### src/rtl/eth_pkg.sv
// Shared Ethernet receive/transmit definitions.
// Holds the CRC-32 constants, default frame length limits, the broadcast
// address and the receive state encoding used by eth_rx_fcs_chk.
package eth_pkg;

  // Reflected CRC-32 (IEEE 802.3).
  localparam logic [31:0] CRC_POLY    = 32'hEDB88320;
  localparam logic [31:0] CRC_INIT    = 32'hFFFFFFFF;
  // Register value left after running the CRC over data plus a correct FCS.
  localparam logic [31:0] CRC_RESIDUE = 32'hDEBB20E3;

  // Frame length limits, destination address through FCS inclusive.
  localparam int MIN_LEN_DEF = 64;
  localparam int MAX_LEN_DEF = 1518;

  // Frame length counter ceiling (11-bit counter).
  localparam logic [10:0] LEN_SAT = 11'h7FF;

  localparam logic [47:0] BCAST_ADDR = 48'hFFFF_FFFF_FFFF;

  typedef enum logic {
    IDLE  = 1'b0,
    FRAME = 1'b1
  } state_t;

  typedef struct packed {
    logic crc;
    logic runt;
    logic giant;
    logic abort;
    logic addr;
  } errFlags_t;

endpackage

### src/rtl/eth_crc32_byte.sv
// Combinational single-byte step of the reflected Ethernet CRC-32.
//   CrcIn  : current CRC register
//   DataIn : byte, first-transmitted bit in bit 0
//   CrcOut : CRC register after absorbing DataIn
// Shared by the receive checker and the transmit FCS generator.
module eth_crc32_byte
  import eth_pkg::*;
(
  input  logic [31:0] CrcIn,
  input  logic [7:0]  DataIn,
  output logic [31:0] CrcOut
);

  always_comb begin
    CrcOut = CrcIn;
    for (int i = 0; i < 8; i++) begin
      if (CrcOut[0] ^ DataIn[i])
        CrcOut = (CrcOut >> 1) ^ CRC_POLY;
      else
        CrcOut = CrcOut >> 1;
    end
  end

endmodule

### config.mk
export PLATFORM = sky130hd
export DESIGN_NAME = eth_crc32_byte
export DESIGN_NICKNAME = d
export VERILOG_FILES = /design/src/rtl/eth_pkg.sv /design/src/rtl/eth_crc32_byte.sv
export SDC_FILE = /design/constraint.sdc
export NUM_CORES = 1
export LEC_CHECK = 0
export ABC_AREA = 0
export CAP_MARGIN = 40
export CORE_ASPECT_RATIO = 1.5
export CORE_UTILIZATION = 29
export DETAILED_ROUTE_END_ITERATION = 10
export GPL_ROUTABILITY_DRIVEN = 0
export GPL_TIMING_DRIVEN = 0
export PLACE_DENSITY = 0.77
export REMOVE_ABC_BUFFERS = 1
export SETUP_SLACK_MARGIN = 0.3
export SYNTH_ARGS = -nofsm -noshare
export SYNTH_HDL_FRONTEND = slang
export SYNTH_SLANG_ARGS = --single-unit
### constraint.sdc
create_clock -name vclk -period 1.7
set_input_delay 0.17 -clock vclk [all_inputs]
set_output_delay 0.17 -clock vclk [all_outputs]
set_load 0.1 [all_outputs]
==> metrics, run 1 <==
Mapped Cells 70; cell taking the most area after synthesis xnor2_1; post-synth top area share 0.489; post-CTS sizing 243; HPWL after DPL 2.59 mm; Die Ht 65.1 um; CTS Hold Buffers Added 0; Area contributors post-synth xnor2_1 49%, xor2_1 14%, xnor2_2 11%; part of the Yosys area used for sequential elements 0; Setup Buffers After CTS 49; Syn Area/Cell 11.0 um^2; Placed Cells 198; Stop stage clock tree synthesis (4_1_cts); I/O pins 72; Synthesis Warnings 0; Initial Utilization 0.311; post-synth design cell area 769 um^2; # rows 22; Port Buffers 72; count of cell types in the netlist 8; die width 44.1 um; status did not finish; error message [ERROR DPL-0038] Utilization greater than 100%, impossible to legalize
==> synthesized netlist by cell type <==
cell / instances
xor2_4: 1
xnor2_4: 1
xor2_1: 12
xnor2_1: 43
xnor3_1: 1
xor3_1: 2
xor2_2: 5
xnor2_2: 5
==> through the flow <==
stage                     hold slack, ns  setup slack (ns)  cell area (um^2)  setup TNS (ns)  utilization
after detailed placement            1.51             -1.37              2000          -29.88        0.808
after floorplan                    0.746             -2.57               769          -33.17            -
after global placement              1.84             -1.74              1520          -41.93        0.614
==> cells by family after synthesis <==
group / after synthesis / synth area share
xor gates and xnor gates: 70 / 1.00
==> run 2, diff against run 1 <==
Settings changed: CORE_AREA from default to 2 2 63 65, CORE_ASPECT_RATIO 1.5 to default, CORE_UTILIZATION 29 to default, DIE_AREA from default to 0 0 65 67, PLACE_DENSITY 0.77 to default, PLACE_DENSITY_LB_ADDON from default to 0.15, SETUP_SLACK_MARGIN 0.3 to default.
Clock period 1.7 ns to 2.21 ns, I/O delays scaled along.
==> run 2 against run 1 <==
Synthesized cell count is the same. The flow now finishes without violations. Synthesized area unchanged.
==> metrics, run 2 <==
Die Ht 67 um (+2.9%); Mapped Cells 70 (unchanged); startpoint types primary input; f_max 459 MHz; Placed Cells 222 (+12%); Post-Synth XOR/XNOR Area 1.00 (unchanged); clk_buf instances 0; sequential cell area 0 um^2; critical path data arrival time 1.96 ns; post-synth top area share 0.489 (unchanged); post-synth design cell area 769 um^2 (unchanged); crit path max fanout 4; Initial Utilization 0.213 (-0.0972); min cycle time layout 2.18 ns; crit path kind in2out; final hold vios 0; DR pass1 iterations 2; drt initial violations 13; Die ar. 4360 um^2; status finished, final reports clean; simple-gate share of the synthesized area 0 (unchanged); Area contributors post-synth xnor2_1 49%, xor2_1 14%, xnor2_2 11%; HPWL after DPL 2.20 mm (-15%); Synth Area in Compound Gates 0 (unchanged); crit path capture type output pin; fin crit share 0.985; I/O pins 72 (unchanged); cell taking the most area after synthesis xnor2_1; commonest cells in the netlist 43 x xnor2_1, 12 x xor2_1, 5 x xnor2_2, 5 x xor2_2, 2 x xor3_1; count of cell types in the netlist 8 (unchanged); final antenna-violating net count 0; post-synthesis mux area share 0 (unchanged); worst min-delay path class in2out; largest family of logic cells by synthesized area XOR/XNOR gates; # rows 22 (unchanged); first-pass GRT wire length 4.84 mm; share of cells above drive strength 1 0.580; Hold Slack 1.20 ns; slew margin rel. 0.729; max-cap viol count 0; RSZ-0062 raised after global routing yes; die width 65 um (+48%); critical path required time 1.99 ns; Total Nets Final 235; Port Buffers 72 (unchanged); vias in the first global route 1000; Placeable Area 3610 um^2; largest net degree at the start of global routing 7; seq_cells 0; final instance area 2570 um^2; part of the Yosys area used for sequential elements 0 (unchanged); DR WL/cell 13.0 um; GRT Util Overall 0.142; grt ovf 0; most instantiated library cell after synthesis xnor2_1; CTS Hold Buffers Added 0 (unchanged); most frequent cells in the layout 34 x xnor2_1, 33 x buf_4, 29 x clkdlybuf4s50_1; fin cells 241; Pins Over Slew Limit 0; final WL 3.13 mm; Syn Area/Cell 11.0 um^2 (unchanged); adder-cell share of the synthesized area 0 (unchanged); initial antenna violation count 0; worst-margin pin slew 0.404 ns; fillers 245; Synthesis Warnings 0 (unchanged); final setup violation count 0; Placement Cell Area 2070 um^2 (+3.4%); commonest non-fill, non-tap cell in the layout xnor2_1; routed vias 928; DRC 0; setup TNS 0 ns; area grow syn2layout 235%; routed vias/inst 3.85; Diodes inserted 0
-- run 2: cell counts after synthesis --
No cell type changed its count.
-- run 2: worst paths after layout --
| check | cells after the start | slack [ns] | to | start |
|---|---|---|---|---|
| setup / recovery | 9 | 0.03 | CrcOut[23] | CrcIn[3] |
| hold / removal | 3 | 1.20 | CrcOut[5] | CrcIn[13] |
-- run 2: cell type report --
class / count / area, um^2 / share of cell area
Tap cell: 48 / 60.1 / 0.0233
Timing Repair Buffer: 123 / 1470 / 0.569
Multi-Input combinational cell: 70 / 1050 / 0.407
-- run 2: repair_timing --
action	in CTS	in global routing
setup buffers	38	6
endpoints found under the setup margin	28	6
gates cloned	0	0
gates resized for setup	90	16
pin swaps	17	7
-- run 2: worst max-delay path, stage by stage --
cell and delay [ns]:
clkdlybuf4s15_1 0.24, xnor2_4 0.25, buf_6 0.16, xnor2_4 0.09
xnor2_2 0.15, buf_4 0.14, buf_4 0.13, xor3_1 0.39
buf_12 0.19
-- run 2: per-layer routing --
metal,global-route usage,part of all wire,vias to the layer above
met5,0,0,-
li1,-,-,455
met3,0.00845,0.047,2
met4,0,0.0064,0
met1,0.163,0.37,430
met2,0.302,0.58,41
-- run 2: cell families (layout without fill, tap and decap cells) --
kind of cell           count (synthesis)  count (layout)
XOR/XNOR                              70              70
buffers and inverters                  0             123
-- run 2: metrics by stage --
stage	utilization	setup WS, ns
after floorplan	-	-2.17
after global placement	0.430	-1.38
after detailed placement	0.574	-0.977
after CTS	0.707	-0.158
after global routing	0.714	-0.0179
final	0.714	0.0333
Power of run 2 is left out: the tool's default activity adds up to more than one toggle a clock period on the data nets, which glitch-free logic cannot reach.
==> run 3, diff against run 2 <==
Clock period 2.21 ns to 2.38 ns, I/O delays scaled along.
==> run 3 against run 2 <==
Sequential share of layout area is the same. Clock-buffer cell count unchanged. Setup slack better by 0.029 ns. Non-clock buffer count shrank 11. Die area is the same. Sequential cell count unchanged. First-iteration DRC count up 7.7%. Critical path depth shrank 2. Final area decreased by 4.0%. Wire length shrank 8.3%. Worst hold slack better by 0.036 ns. Critical path type unchanged. Critical endpoint unchanged.
==> metrics, run 3 (synthesized netlist as in run 2, its figures left out) <==
fin crit share 0.974; # rows 22 (unchanged); first-pass GRT wire length 4.63 mm (-4.4%); Diodes inserted 0 (unchanged); seq_cells 0 (unchanged); fillers 246 (+0.41%); multi-input gate area in the final layout 1010 um^2 (-3.6%); grt ovf 0 (unchanged); commonest non-fill, non-tap cell in the layout xnor2_1; Die Ht 67 um (unchanged); setup TNS 0 ns (unchanged); I/O pins 72 (unchanged); DR pass1 iterations 2 (unchanged); critical path data arrival time 2.08 ns (+0.12 ns); crit path max fanout 3 (-1); Port Buffers 72 (unchanged); most frequent cells in the layout 36 x xnor2_1, 32 x clkdlybuf4s50_1, 27 x buf_12; Post-Place Setup Slack -0.841 ns (+0.136 ns); critical path required time 2.14 ns (+0.15 ns); f_max 431 MHz; worst-margin pin slew 0.377 ns (-0.0267 ns); final setup violation count 0 (unchanged); HPWL after DPL 2.20 mm (unchanged); Placeable Area 3610 um^2 (unchanged); slew margin rel. 0.747 (+0.0179); drt initial violations 14 (+1); Total Nets Final 224 (-4.7%); min cycle time layout 2.32 ns; PnR worst setup slack 0.0619 ns (+0.0286 ns); startpoint types primary input; RSZ-0062 raised after global routing no; routed vias/inst 3.86 (+0.27%); Initial Utilization 0.213 (unchanged); sequential cell area 0 um^2 (unchanged); die width 65 um (unchanged); largest net degree at the start of global routing 7 (unchanged); routed vias 888 (-4.3%); final antenna-violating net count 0 (unchanged); crit path capture type output pin; crit path kind in2out; Die ar. 4360 um^2 (unchanged); GRT Util Overall 0.135 (-0.00762); DRC 0 (unchanged); DR WL/cell 12.5 um (-3.9%); max-cap viol count 0 (unchanged); Pins Over Slew Limit 0 (unchanged); final hold vios 0 (unchanged); area grow syn2layout 221%; clk_buf instances 0 (unchanged); share of cells above drive strength 1 0.478 (-0.102); status finished, final reports clean; final WL 2.87 mm (-8.3%); worst min-delay path class in2out; vias in the first global route 989 (-1.1%); initial antenna violation count 0 (unchanged)
## run 3: area by class of cell
cell class,instances,area share
repair buffers,112,0.567
multi-input cells,70,0.409
well taps,48,0.0243
## run 3: critical path, stage by stage
cell             delay (ns)
dlygate4sd2_1          0.29
xnor2_4                0.26
xor2_4                 0.18
xnor3_2                0.48
xor3_1                 0.21
clkdlybuf4s15_1        0.23
buf_12                 0.18
## run 3: final timing paths
path | startpoint | endpoint | slack (ns) | depth (start not counted)
worst max-delay path | DataIn[1] | CrcOut[23] | 0.06 | 7
worst min-delay path | CrcIn[24] | CrcOut[16] | 1.24 | 3
## run 3: stage by stage
stage               utilization  hold WS, ns  cell area, um^2  instances
CTS                       0.688         1.24             2480        233
floorplan                     -        0.882              769         70
detailed placement        0.574         1.64             2070        222
finish                    0.686         1.24             2470        230
global route              0.686         1.26             2470        230
global placement          0.430         1.98             1550        190
## run 3: metal layers
| metal | wire [um] | track usage | part of all wire |
|---|---|---|---|
| met1 | 949 | 0.140 | 0.33 |
| met2 | 1750 | 0.302 | 0.61 |
| met4 | 0 | 0 | 0 |
| met5 | 0 | 0 | 0 |
| met3 | 169 | 0.0101 | 0.059 |
## run 3: what timing repair did
item	CTS	global route
resized for setup	67	4
hold buffers	0	0
endpoints found under the hold margin	0	0
setup buffers	30	1
endpoints found under the setup margin	28	7
pin swaps	18	4
gates cloned	0	0
Power of run 3 is left out for the same reason.
==> run 4, diff against run 3 <==
Settings changed: SETUP_SLACK_MARGIN from default to 0.3.
==> run 4 against run 3 <==
Die area did not move. Global-route usage rose by 1.4 points. Sequential share of layout area did not move.
==> metrics, run 4 (synthesized netlist as in run 2, its figures left out) <==
final hold vios 0 (unchanged); Critical Path Max Stage Delay 0.36 ns (-0.12 ns); sequential cell area 0 um^2 (unchanged); startpoint types primary input; commonest non-fill, non-tap cell in the layout buf_4; Post-Place Setup Slack -0.841 ns (unchanged); vias in the first global route 1068 (+8.0%); DRC 0 (unchanged); Final Util 0.760 (+0.0743); share of cells above drive strength 1 0.645 (+0.167); final WL 3.37 mm (+17%); Diodes inserted 0 (unchanged); die width 65 um (unchanged); WL met1 1.14 mm (+20%); Initial Utilization 0.213 (unchanged); f_max 474 MHz (+9.8%); Die ar. 4360 um^2 (unchanged); DR WL/cell 13.6 um (+8.9%); seq_cells 0 (unchanged); cell depth of the worst min-delay path 6 (+3); Total Nets Final 242 (+8.0%); uppermost layer routed met3; max-cap viol count 0 (unchanged); final instance area 2740 um^2 (+11%); met3 wire length 158 um (-6.5%); routed vias/inst 3.88 (+0.37%); GRT Util Overall 0.148 (+0.0136); first-pass GRT wire length 5.09 mm (+10%); final antenna-violating net count 0 (unchanged); crit path capture type output pin; status finished, final reports clean; grt ovf 0 (unchanged); critical-path cell list buf_8 > xnor2_4 > buf_4 > buf_4 > buf_8 > xor2_4 > xnor2_2 > xnor2_1 > buf_12; most frequent cells in the layout 32 x buf_4, 30 x clkdlybuf4s50_1, 29 x xnor2_1, 29 x buf_12, 14 x buf_6; Pins Over Slew Limit 0 (unchanged); area grow syn2layout 256%; final setup violation count 0 (unchanged); HPWL after DPL 2.20 mm (unchanged); PnR worst setup slack 0.270 ns (+0.208 ns); routed vias 961 (+8.2%); routed wl met2 2.07 mm (+18%); I/O pins 72 (unchanged); worst min-delay path class in2out; fin crit share 0.887 (-0.0873); crit path kind in2out; initial antenna violation count 0 (unchanged); Port Buffers 72 (unchanged); worst-margin pin slew 0.389 ns (+0.0117 ns); critical path data arrival time 1.87 ns (-0.21 ns); clk_buf instances 0 (unchanged); Placement Cell Area 2070 um^2 (unchanged); drt initial violations 4 (-10); # rows 22 (unchanged); Placeable Area 3610 um^2 (unchanged); Die Ht 67 um (unchanged); slew margin rel. 0.739 (-0.00783); setup TNS 0 ns (unchanged); DR pass1 iterations 2 (unchanged); min cycle time layout 2.11 ns (-0.208 ns); crit path max fanout 4 (+1); RSZ-0062 raised after global routing yes; largest net degree at the start of global routing 7 (unchanged); crit path from DataIn[1]; slowest cell on the critical path xnor2_1; critical path required time 2.14 ns (about the same); Hold Crit Start CrcIn[3]
==> run 4: changes by cell type in the layout (fill, tap and decap cells not counted), moves of 2 or more <==
cell	previous run	this run
clkdlybuf4s50_1	32	30
buf_4	24	32
buf_6	2	14
xor2_4	8	10
buf_12	27	29
dlygate4sd2_1	16	3
xnor2_4	8	11
xnor2_1	36	29
xnor2_2	5	9
buf_2	0	11
==> run 4: final cells by class <==
type	instances	area (um^2)
multi-input cells	70	1130
fillers	227	866
repair buffers	130	1550
well taps	48	60.1
==> run 4: metal layers <==
layer,up-vias,track usage
met3,0,0.0101
li1,473,-
met1,447,0.164
met2,41,0.320
met4,0,0
met5,-,0
==> run 4: stage by stage <==
| stage | std cells | hold WS [ns] |
|---|---|---|
| finish | 248 | 1.21 |
| global route | 248 | 1.24 |
| CTS | 242 | 1.21 |
| detailed placement | 222 | 1.64 |
| global placement | 190 | 1.98 |
| floorplan | 70 | 0.882 |
==> run 4: path summary, 6_finish.rpt <==
check	slack (ns)	to
hold / removal	1.21	CrcOut[27]
setup / recovery	0.27	CrcOut[14]
==> run 4: worst max-delay path: cells and delay by family <==
kind | cells | cell delay (ns)
xor gates and xnor gates | 4 | 0.92
buffers and inverters | 5 | 0.72
==> run 4: what timing repair did <==
action,CTS,global route
hold buffers,0,0
resized for setup,132,25
endpoints found under the setup margin,32,13
pin swaps,19,12
buffers inserted,42,6
Power of run 4 is left out for the same reason.
